**config.mk**
```make
export PLATFORM = sky130hd
export DESIGN_NAME = sic_ecr_requester_flat
export DESIGN_NICKNAME = d
export VERILOG_FILES = /design/src/rtl/sic_ecr_requester_if.sv /design/src/rtl/sic_ecr_requester.sv /design/src/flat_wrapper.sv
export SDC_FILE = /design/constraint.sdc
export NUM_CORES = 1
export LEC_CHECK = 0
export CAP_MARGIN = 20
export CELL_PAD_IN_SITES_DETAIL_PLACEMENT = 0
export CELL_PAD_IN_SITES_GLOBAL_PLACEMENT = 1
export CORE_MARGIN = 2
export CORE_UTILIZATION = 34
export CTS_CLUSTER_DIAMETER = 30
export CTS_CLUSTER_SIZE = 25
export DETAILED_ROUTE_END_ITERATION = 7
export GPL_TIMING_DRIVEN = 0
export PLACE_DENSITY = 0.89
export SLEW_MARGIN = 20
export SYNTH_ARGS = -nofsm -noshare
export SYNTH_HDL_FRONTEND = slang
export SYNTH_SLANG_ARGS = --single-unit
```
**constraint.sdc**
```tcl
create_clock -name clk -period 2.6 [get_ports clk]
set_input_delay 0.52 -clock clk [delete_from_list [all_inputs] [get_ports clk]]
set_output_delay 0.52 -clock clk [all_outputs]
set_load 0.02 [all_outputs]
```
**src/rtl/sic_ecr_requester_if.sv**
```systemverilog
// ECR-side bus of one requester: per-lane lock requests, issue ids, releases and
// write-back data towards the ECR file, plus grants and current values coming back.
interface sic_ecr_requester_if #(
    parameter int NUM_ECRS = 4,
    parameter int ID_WIDTH = 4
);
    logic [NUM_ECRS-1:0]               ecr_req_read;
    logic [NUM_ECRS-1:0]               ecr_req_write;
    logic [NUM_ECRS-1:0][ID_WIDTH-1:0] ecr_issue_id;
    logic [NUM_ECRS-1:0]               ecr_release;
    logic [NUM_ECRS-1:0][1:0]          ecr_wdata;
    logic [NUM_ECRS-1:0]               ecr_grant;
    logic [NUM_ECRS-1:0][1:0]          ecr_rdata;

    modport master (
        output ecr_req_read,
        output ecr_req_write,
        output ecr_issue_id,
        output ecr_release,
        output ecr_wdata,
        input  ecr_grant,
        input  ecr_rdata
    );

    modport slave (
        input  ecr_req_read,
        input  ecr_req_write,
        input  ecr_issue_id,
        input  ecr_release,
        input  ecr_wdata,
        output ecr_grant,
        output ecr_rdata
    );
endinterface

```
**src/rtl/sic_ecr_requester.sv**
```systemverilog
// Per-SIC requester for the ECR lock/read/write/release protocol: acquires the requested
// lanes, snapshots their values for the SIC, then releases them with a one-cycle pulse.
module sic_ecr_requester #(
    parameter int NUM_ECRS       = 4,
    parameter int ID_WIDTH       = 4,
    parameter int TIMEOUT_CYCLES = 255
) (
    input  logic                         clk,
    input  logic                         rst_n,
    input  logic                         start_valid,
    output logic                         start_ready,
    input  logic [NUM_ECRS-1:0]          start_read_mask,
    input  logic [NUM_ECRS-1:0]          start_write_mask,
    input  logic [ID_WIDTH-1:0]          start_issue_id,
    output logic                         acq_done,
    output logic [NUM_ECRS-1:0][1:0]     acq_rdata,
    input  logic                         commit_valid,
    input  logic [NUM_ECRS-1:0][1:0]     commit_wdata,
    input  logic                         abort,
    output logic                         timeout,
    output logic                         busy,
    sic_ecr_requester_if.master          ecr
);

    localparam int CNT_W = $clog2(TIMEOUT_CYCLES + 1);
    localparam logic [CNT_W-1:0] CNT_MAX = CNT_W'(TIMEOUT_CYCLES);

    typedef enum logic [1:0] {
        IDLE    = 2'd0,
        ACQUIRE = 2'd1,
        HOLD    = 2'd2,
        RELEASE = 2'd3
    } state_t;

    state_t                     state_reg, state_next;
    logic [NUM_ECRS-1:0]        rmask_reg, rmask_next;
    logic [NUM_ECRS-1:0]        wmask_reg, wmask_next;
    logic [NUM_ECRS-1:0]        granted_reg, granted_next;
    logic [ID_WIDTH-1:0]        id_reg, id_next;
    logic [NUM_ECRS-1:0][1:0]   rdata_reg, rdata_next;
    logic [NUM_ECRS-1:0][1:0]   wdata_reg, wdata_next;
    logic [CNT_W-1:0]           count_reg, count_next;

    logic [NUM_ECRS-1:0]        first_grant;
    logic [NUM_ECRS-1:0][1:0]   rdata_capture;
    logic [NUM_ECRS-1:0]        lane_active;
    logic [NUM_ECRS-1:0]        release_lanes;
    logic                       all_granted;

    // A lane's value is sampled only on its first grant; later grant toggles are ignored.
    assign first_grant = ecr.ecr_grant & rmask_reg & ~granted_reg;
    assign all_granted = (((granted_reg | ecr.ecr_grant) & rmask_reg) == rmask_reg);

    generate
        for (genvar gi = 0; gi < NUM_ECRS; gi++) begin : g_capture
            assign rdata_capture[gi] = first_grant[gi] ? ecr.ecr_rdata[gi] : rdata_reg[gi];
        end
    endgenerate

    always_comb begin
        state_next   = state_reg;
        rmask_next   = rmask_reg;
        wmask_next   = wmask_reg;
        granted_next = granted_reg;
        id_next      = id_reg;
        rdata_next   = rdata_reg;
        wdata_next   = wdata_reg;

        case (state_reg)
            IDLE: begin
                if (start_valid) begin
                    wmask_next   = start_write_mask;
                    rmask_next   = start_read_mask | start_write_mask;
                    id_next      = start_issue_id;
                    granted_next = '0;
                    rdata_next   = '0;
                    wdata_next   = '0;
                    state_next   = ACQUIRE;
                end
            end
            ACQUIRE: begin
                granted_next = granted_reg | (ecr.ecr_grant & rmask_reg);
                rdata_next   = rdata_capture;
                if (abort) begin
                    // Write lanes granted so far hand back the value they read.
                    wdata_next = rdata_capture;
                    state_next = RELEASE;
                end else if (all_granted) begin
                    state_next = HOLD;
                end
            end
            HOLD: begin
                if (abort) begin
                    wdata_next = rdata_reg;
                    state_next = RELEASE;
                end else if (commit_valid) begin
                    wdata_next = commit_wdata;
                    state_next = RELEASE;
                end
            end
            RELEASE: begin
                rmask_next   = '0;
                wmask_next   = '0;
                granted_next = '0;
                id_next      = '0;
                wdata_next   = '0;
                state_next   = IDLE;
            end
            default: state_next = IDLE;
        endcase
    end

    // Counter tracks ACQUIRE cycles including the current one, so timeout rises on
    // the TIMEOUT_CYCLES-th cycle spent waiting.
    always_comb begin
        count_next = '0;
        if (state_next == ACQUIRE) begin
            count_next = (count_reg == CNT_MAX) ? count_reg : count_reg + 1'b1;
        end
    end

    always_ff @(posedge clk or negedge rst_n) begin
        if (!rst_n) begin
            state_reg   <= IDLE;
            rmask_reg   <= '0;
            wmask_reg   <= '0;
            granted_reg <= '0;
            id_reg      <= '0;
            rdata_reg   <= '0;
            wdata_reg   <= '0;
            count_reg   <= '0;
        end else begin
            state_reg   <= state_next;
            rmask_reg   <= rmask_next;
            wmask_reg   <= wmask_next;
            granted_reg <= granted_next;
            id_reg      <= id_next;
            rdata_reg   <= rdata_next;
            wdata_reg   <= wdata_next;
            count_reg   <= count_next;
        end
    end

    // During RELEASE only lanes actually held stay asserted; on an abort this drops
    // requests for lanes that were never granted.
    always_comb begin
        lane_active   = '0;
        release_lanes = '0;
        case (state_reg)
            ACQUIRE, HOLD: lane_active = rmask_reg;
            RELEASE: begin
                lane_active   = rmask_reg & granted_reg;
                release_lanes = rmask_reg & granted_reg;
            end
            default: ;
        endcase
    end

    generate
        for (genvar gi = 0; gi < NUM_ECRS; gi++) begin : g_lane
            assign ecr.ecr_req_write[gi] = lane_active[gi] & wmask_reg[gi];
            assign ecr.ecr_req_read[gi]  = lane_active[gi] & ~wmask_reg[gi];
            assign ecr.ecr_issue_id[gi]  = lane_active[gi] ? id_reg : '0;
            assign ecr.ecr_release[gi]   = release_lanes[gi];
            assign ecr.ecr_wdata[gi]     = (release_lanes[gi] & wmask_reg[gi]) ? wdata_reg[gi] : 2'b00;
        end
    endgenerate

    assign start_ready = (state_reg == IDLE);
    assign busy        = (state_reg != IDLE);
    assign acq_done    = (state_reg == HOLD);
    assign acq_rdata   = rdata_reg;
    assign timeout     = (state_reg == ACQUIRE) && (count_reg == CNT_MAX);

endmodule

```
**src/flat_wrapper.sv**
```systemverilog
// flat-port wrapper written by rule: the top's interface ports become plain ports
module sic_ecr_requester_flat 
#(
    parameter int NUM_ECRS       = 4,
    parameter int ID_WIDTH       = 4,
    parameter int TIMEOUT_CYCLES = 255
)
  (clk, rst_n, start_valid, start_ready, start_read_mask, start_write_mask, start_issue_id, acq_done, acq_rdata, commit_valid, commit_wdata, abort, timeout, busy, ecr_ecr_req_read, ecr_ecr_req_write, ecr_ecr_issue_id, ecr_ecr_release, ecr_ecr_wdata, ecr_ecr_grant, ecr_ecr_rdata);
  sic_ecr_requester_if #(.NUM_ECRS(NUM_ECRS), .ID_WIDTH(ID_WIDTH)) ecr_i ();
  input  logic clk;
  input  logic rst_n;
  input  logic start_valid;
  output logic start_ready;
  input  logic [NUM_ECRS-1:0] start_read_mask;
  input  logic [NUM_ECRS-1:0] start_write_mask;
  input  logic [ID_WIDTH-1:0] start_issue_id;
  output logic acq_done;
  output logic [NUM_ECRS-1:0][1:0] acq_rdata;
  input  logic commit_valid;
  input  logic [NUM_ECRS-1:0][1:0] commit_wdata;
  input  logic abort;
  output logic timeout;
  output logic busy;
  output wire logic [$bits(ecr_i.ecr_req_read)-1:0] ecr_ecr_req_read;
  output wire logic [$bits(ecr_i.ecr_req_write)-1:0] ecr_ecr_req_write;
  output wire logic [$bits(ecr_i.ecr_issue_id)-1:0] ecr_ecr_issue_id;
  output wire logic [$bits(ecr_i.ecr_release)-1:0] ecr_ecr_release;
  output wire logic [$bits(ecr_i.ecr_wdata)-1:0] ecr_ecr_wdata;
  input wire logic [$bits(ecr_i.ecr_grant)-1:0] ecr_ecr_grant;
  input wire logic [$bits(ecr_i.ecr_rdata)-1:0] ecr_ecr_rdata;
  assign ecr_ecr_req_read = ecr_i.ecr_req_read;
  assign ecr_ecr_req_write = ecr_i.ecr_req_write;
  assign ecr_ecr_issue_id = ecr_i.ecr_issue_id;
  assign ecr_ecr_release = ecr_i.ecr_release;
  assign ecr_ecr_wdata = ecr_i.ecr_wdata;
  assign ecr_i.ecr_grant = ecr_ecr_grant;
  assign ecr_i.ecr_rdata = ecr_ecr_rdata;
  sic_ecr_requester #(.NUM_ECRS(NUM_ECRS), .ID_WIDTH(ID_WIDTH), .TIMEOUT_CYCLES(TIMEOUT_CYCLES)) u_core (.clk(clk), .rst_n(rst_n), .start_valid(start_valid), .start_ready(start_ready), .start_read_mask(start_read_mask), .start_write_mask(start_write_mask), .start_issue_id(start_issue_id), .acq_done(acq_done), .acq_rdata(acq_rdata), .commit_valid(commit_valid), .commit_wdata(commit_wdata), .abort(abort), .timeout(timeout), .busy(busy), .ecr(ecr_i));
endmodule
```
==> flow_summary.toml, run 1 <==
[run_status]
status = "complete, no violations"

[worst_setup_path]
reg2reg_from = "u_core.state_reg[0]"
cp.required_ns = 2.08
critPathKind = "register to output pin"
cp_cell_sequence = "inv_2 -> ha_4 -> a21oi_1 -> nor3b_2 -> buf_4 -> and2_1 -> clkdlybuf4s15_1"
worstPathBufferInverterCount = 3
crit_arrival_ns = 1.99
critPathLaunch = "u_core.state_reg[0]"
crit_path_start_kind = "register"
crit_fanout = 5
worstRegToRegCells = 7
cp_slowest_cell = "dfrtp_1"
crit_family = "buffers and inverters"
r2r-end = "u_core.acq_rdata[4]"
reg2reg_slack_ns = 0.38
cp-end-kind = "output pin"
max_stage_delay_ns = 0.41
crit_cells = 7
critPathCapture = "ecr_ecr_req_read[3]"

[sta]
finalHoldViolCount = 0
setup_ws_ns = 0.08726
setup_viol = 0
fmax_mhz = 398.0
finClkSkew_ns = 0.01165
holdWs_ns = 0.1574
worst_pin_slew_ns = 0.7728
tns_ns = 0
finalCritPeriodShare = 0.9664
timing.slew.headroom = 0.4700
period_minus_slack_ns = 2.513
slew_viol_final = 0

[yosys]
synth_area_per_cell_um2 = 9.201
synth-edff-count = 0
syn_area_mm2 = 0.002576
synth_most_common_cell = "dfrtp_1"
synth_area_leaders = "dfrtp_1 (41%), and2_1 (6.6%), o21ai_0 (4.5%), nand2_1 (4.2%), mux2i_1 (3.9%)"
yosysSeqAreaShare = 0.4080
yosys_warnings = 0
syn_inst = 280
synth_async_sr_flop_share = 1.000
yosysUniqueCellTypes = 44
synth_nets = 323
ys.flop_type = "dfrtp_1"
netlist.top_cell.by_area = "dfrtp_1"
synth_top_area_frac = 0.4080
synth_common_cells = "dfrtp_1 (42), nand2_1 (29), and2_1 (27)"
ys_ff_latch = 42

[routing]
vias_per_cell = 5.099
vias = 2427
drt_iter0_drc = 146
wl_met2_um = 3396
drc = 0
drt-met1-wl_um = 3383
wl_per_cell_um = 15.43
ant_nets = 0
highest_layer = "met4"
finalWirelength_um = 7343
wl_met3_um = 507
dr.pass1.iters = 4

[grt]
overflow = 0
grt_pass1_wl_um = 12250
gr-usage-all-layers = 0.1825
grt_pass1_vias = 2410
grt_max_degree = 26
antenna_found_initial = 0

[pwr]
power_switching_share = 0.4577
fin_total_pwr_w = 0.003176
power.share.clock = 0.132
p_leak_nw = 1.724
internal-power_w = 0.001722
irDropWorstVdd_v = 0.0004063
power.density_mw_per_mm2 = 869.2
power_switching_w = 0.001454
combPwrFrac = 0.547
seq_power_share = 0.321

[cts]
clkTransAtPathRegs_ns = 0.09
clk_path_buf_depth = 2
cts.sinks = 42
cts_made_buffers = 5
cts-htree-levels = 2
cts_root_buffer = "clkbuf_8"
clock_latency_ns = 0.30
tritoncts = "built"

[hold_path]
hold_path_class = "input pin to asynchronous set/reset pin"

[placement]
io_buffers = 84
dpl.hpwl_um = 5629
pre_cts_ws_ns = -0.4536
dpl_cell_area_mm2 = 0.003556
gp_congestion = 0.8279

[cells_and_area]
nFillCells = 732
area_growth_pct = 41.82
multiInputGateArea_mm2 = 0.001488
ff_latch_area_mm2 = 0.001051
fin_nets = 420
drive_gt1_frac = 0.1671
finalInstanceArea_mm2 = 0.003654
diodes = 0

[die]
core-area_mm2 = 0.007292
rows = 31
die_w_um = 91.05
die_h_um = 91.05
start_util = 0.3533
io_pins = 85
die_area_mm2 = 0.008289

[job]
cap_violations = 0
cell usage in the layout, fill, tap and decap left out, types with 2 or more instances in the layout:
cell | Yosys | routed
clkdlybuf4s50_1 | 0 | 49
dfrtp_1 | 42 | 42
nand2_1 | 29 | 29
and2_1 | 27 | 27
nor2_1 | 26 | 26
o21ai_0 | 23 | 23
dlygate4sd2_1 | 0 | 16
a21oi_1 | 15 | 15
and3_1 | 15 | 15
clkbuf_2 | 0 | 12
mux2i_1 | 10 | 10
o31ai_1 | 9 | 9
mux2_2 | 8 | 8
inv_1 | 8 | 7
buf_4 | 0 | 7
nor2b_1 | 6 | 6
nor3b_2 | 2 | 5
nand3b_1 | 5 | 5
clkbuf_8 | 0 | 5
buf_2 | 3 | 4
a31oi_1 | 4 | 4
a22o_1 | 4 | 4
a2bb2oi_1 | 3 | 3
ha_1 | 6 | 3
clkdlybuf4s15_1 | 0 | 3
a21oi_2 | 2 | 2
inv_2 | 1 | 2
clkbuf_1 | 4 | 2
nand4_1 | 2 | 2
xor2_1 | 2 | 2
nand3_1 | 2 | 2
ha_2 | 0 | 2
clkdlybuf4s15_2 | 0 | 2
metal layers:
metal | GRT usage | vias to the layer above
met5 | 0 | -
met1 | 0.2484 | 1157
li1 | - | 1178
met3 | 0.04481 | 6
met2 | 0.2951 | 86
met4 | 0.03914 | 0
metrics by stage:
stage	utilization	instances
6_report	0.5010	476
5_1_grt	0.5010	476
4_1_cts	0.5041	474
3_5_place_dp	0.4876	464
3_3_place_gp	0.4856	463
2_1_floorplan	-	280
area by class of cell:
type / count / area share
multi-input cells: 220 / 0.4072
flip-flops and latches: 42 / 0.2877
repair buffers: 92 / 0.2281
well taps: 99 / 0.03390
clock buffers: 6 / 0.01986
inverters: 10 / 0.01096
plain buffers: 6 / 0.01027
clock inverters: 1 / 0.002055
worst min path at each step:
stage | from | to | slack, ns | depth (start not counted)
after floorplan | rst_n | u_core.acq_rdata[0] | 0.22 | 0
after global placement | u_core.wdata_reg[4] | u_core.wdata_reg[4] | 0.46 | 2
after detailed placement | u_core.wdata_reg[2] | u_core.wdata_reg[2] | 0.47 | 2
after CTS | rst_n | u_core.acq_rdata[2] | 0.17 | 1
after global routing | rst_n | u_core.acq_rdata[3] | 0.19 | 1
final | rst_n | u_core.acq_rdata[2] | 0.16 | 1
power by group through the flow:
stage               clock network (W)  logic, W  registers (W)
floorplan                           0   0.00109       0.000989
global placement                    0   0.00160        0.00102
detailed placement                  0   0.00164        0.00103
CTS                          0.000423   0.00173        0.00102
global route                 0.000446   0.00191        0.00105
finish                       0.000420   0.00174        0.00102
worst register-to-register path, stage by stage, from the launching register on:
cell	delay (ns)
dfrtp_1	0.42
inv_2	0.16
ha_4	0.16
buf_6	0.20
mux2i_1	0.69
buf_2	0.35
nand2_1	0.09
o31ai_1	0.07
kinds of logic after synthesis:
| group | Yosys count | synth area share |
|---|---|---|
| adder cells (fa/ha/maj) | 6 | 0.02914 |
| XOR/XNOR | 3 | 0.01020 |
| flip-flops | 42 | 0.4080 |
| AND/OR/NAND/NOR | 123 | 0.2569 |
| buffers and inverters | 18 | 0.03157 |
| multiplexers | 18 | 0.07383 |
| AO/OA/AOI/OAI | 70 | 0.1904 |
what timing repair did:
item / 4_1_cts / 5_1_grt
pin swaps: 3 / 1
hold buffers: 0 / 0
setup endpoints to repair: 37 / 24
gates resized for setup: 48 / 28
buffers inserted: 5 / 2
(Power assumes the default switching activity.)
==> inputs of run 2 (changes only) <==
Settings changed: PLACE_DENSITY 0.89 to 0.77.
==> flow_summary.toml, run 2 (synthesis gave the netlist of run 1 again) <==
[sta]
setup_ws_ns = 0.08562
slew_viol_final = 0
setup_viol = 0
fmax_mhz = 397.7
finClkSkew_ns = 0.01029
worst_pin_slew_ns = 0.7272
rsz0062_at_grt = "yes"
timing.slew.headroom = 0.5013
finalCritPeriodShare = 0.9671
period_minus_slack_ns = 2.514
finalHoldViolCount = 0

[cells_and_area]
drive_gt1_frac = 0.1609
fin_nets = 417
mostFrequentLayoutCell = "clkdlybuf4s50_1"
diodes = 0
nFillCells = 729
finalInstanceArea_mm2 = 0.003643
area_growth_pct = 41.43
final_cell_mix = "clkdlybuf4s50_1 (48), dfrtp_1 (42), nand2_1 (29), and2_1 (27), nor2_1 (26)"
multiInputGateArea_mm2 = 0.001503
ff_latch_area_mm2 = 0.001051

[die]
rows = 31
io_pins = 85
die_area_mm2 = 0.008289
die_w_um = 91.05
die_h_um = 91.05
start_util = 0.3533
core-area_mm2 = 0.007292

[grt]
overflow = 0
antenna_found_initial = 0
grt_pass1_wl_um = 11900
grt_max_degree = 23
gr-usage-all-layers = 0.1795
grt_pass1_vias = 2333

[routing]
ant_nets = 0
wl_met3_um = 295
vias_per_cell = 4.947
drt_iter0_drc = 107
drt-met1-wl_um = 3541
wl_per_cell_um = 15.49
vias = 2335
drc = 0
finalWirelength_um = 7310
dr.pass1.iters = 4
highest_layer = "met4"
wl_met2_um = 3410

[cts]
cts.sinks = 42
clkTransAtPathRegs_ns = 0.08
clock_latency_ns = 0.30
clk_path_buf_depth = 2
hold_buffers = 0
cts_root_buffer = "clkbuf_8"
cts-htree-levels = 2
tritoncts = "built"
cts_made_buffers = 5

[worst_setup_path]
cp.required_ns = 2.08
crit_fanout = 6
critPathKind = "register to output pin"
cp-end-kind = "output pin"
crit_arrival_ns = 1.99
crit_path_start_kind = "register"

[placement]
io_buffers = 84
dpl.hpwl_um = 5596
pre_cts_ws_ns = -0.4668
gp_congestion = 0.7983
dpl_cell_area_mm2 = 0.003563

[pwr]
power.density_mw_per_mm2 = 870.8
p_leak_nw = 1.755
irDropWorstVdd_v = 0.0003132

[run_status]
status = "complete, no violations"

[job]
cap_violations = 0

[hold_path]
hold_path_class = "input pin to asynchronous set/reset pin"
run 2: changes by cell type in the layout (fill, tap and decap cells not counted), sizes merged:
cell,previous run,this run
clkdlybuf4s15,5,1
dlygate4sd2,16,18
clkdlybuf4s50,49,48
clkinvlp,1,0
dlymetal6s2s,1,2
buf,13,11
clkbuf,20,21
run 2: repair_timing:
| item | CTS | global route |
|---|---|---|
| resized for setup | 47 | 31 |
| hold endpoints to repair | 0 | 0 |
| setup buffers | 2 | 2 |
| setup endpoints to repair | 37 | 28 |
| pin swaps | 3 | 3 |
run 2: worst max-delay path, stage by stage, from the launching register on:
cell and delay (ns):
dfrtp_1 0.43, inv_1 0.13, ha_4 0.32, a21oi_1 0.06, nor3b_2 0.17, buf_4 0.15, and2_1 0.12, dlygate4sd2_1 0.33
run 2: power by group:
part	switching (W)	internal [W]	total (W)
clock	0.000219	0.000205	0.000424
combinational	0.00105	0.000684	0.00173
sequential	0.000193	0.000826	0.00102
run 2: final timing paths:
path	startpoint	to	slack, ns	cells after the start
max in group asynchronous	rst_n	u_core.acq_rdata[1]	1.89	2
setup / recovery	u_core.state_reg[1]	ecr_ecr_req_write[3]	0.09	7
hold / removal	rst_n	u_core.id_reg[0]	0.21	1
setup reg to reg	u_core.state_reg[0]	u_core.acq_rdata[0]	0.37	7
hold reg to reg	u_core.wdata_reg[5]	u_core.wdata_reg[5]	0.48	2
min in group clk	u_core.wdata_reg[5]	u_core.wdata_reg[5]	0.48	2
run 2: per-stage QoR:
| stage | total power [W] | utilization | hold WS, ns | TNS [ns] | instances |
|---|---|---|---|---|---|
| final | 0.003173 | 0.4997 | 0.2056 | 0 | 472 |
| after global routing | 0.003411 | 0.4997 | 0.2268 | -0.1155 | 472 |
| after CTS | 0.003171 | 0.5041 | 0.2214 | 0 | 470 |
| after detailed placement | 0.002686 | 0.4887 | 0.4655 | -10.30 | 464 |
| after global placement | 0.002659 | 0.4856 | 0.4551 | -19.12 | 463 |
| after floorplan | 0.002076 | - | 0.2244 | 0 | 280 |
run 2: area by class of cell:
type / instances / share of cell area
Multi-Input combinational cell: 220 / 0.4124
Timing Repair Buffer: 89 / 0.2212
Tap cell: 99 / 0.03400
Clock buffer: 6 / 0.02266
Inverter: 10 / 0.01099
Buffer: 6 / 0.01030
Sequential cell: 42 / 0.2885
run 2: metal layers:
layer	vias up	track usage
met4	0	0.04167
li1	1174	-
met1	1084	0.2410
met2	70	0.3012
met5	-	0
met3	7	0.03237
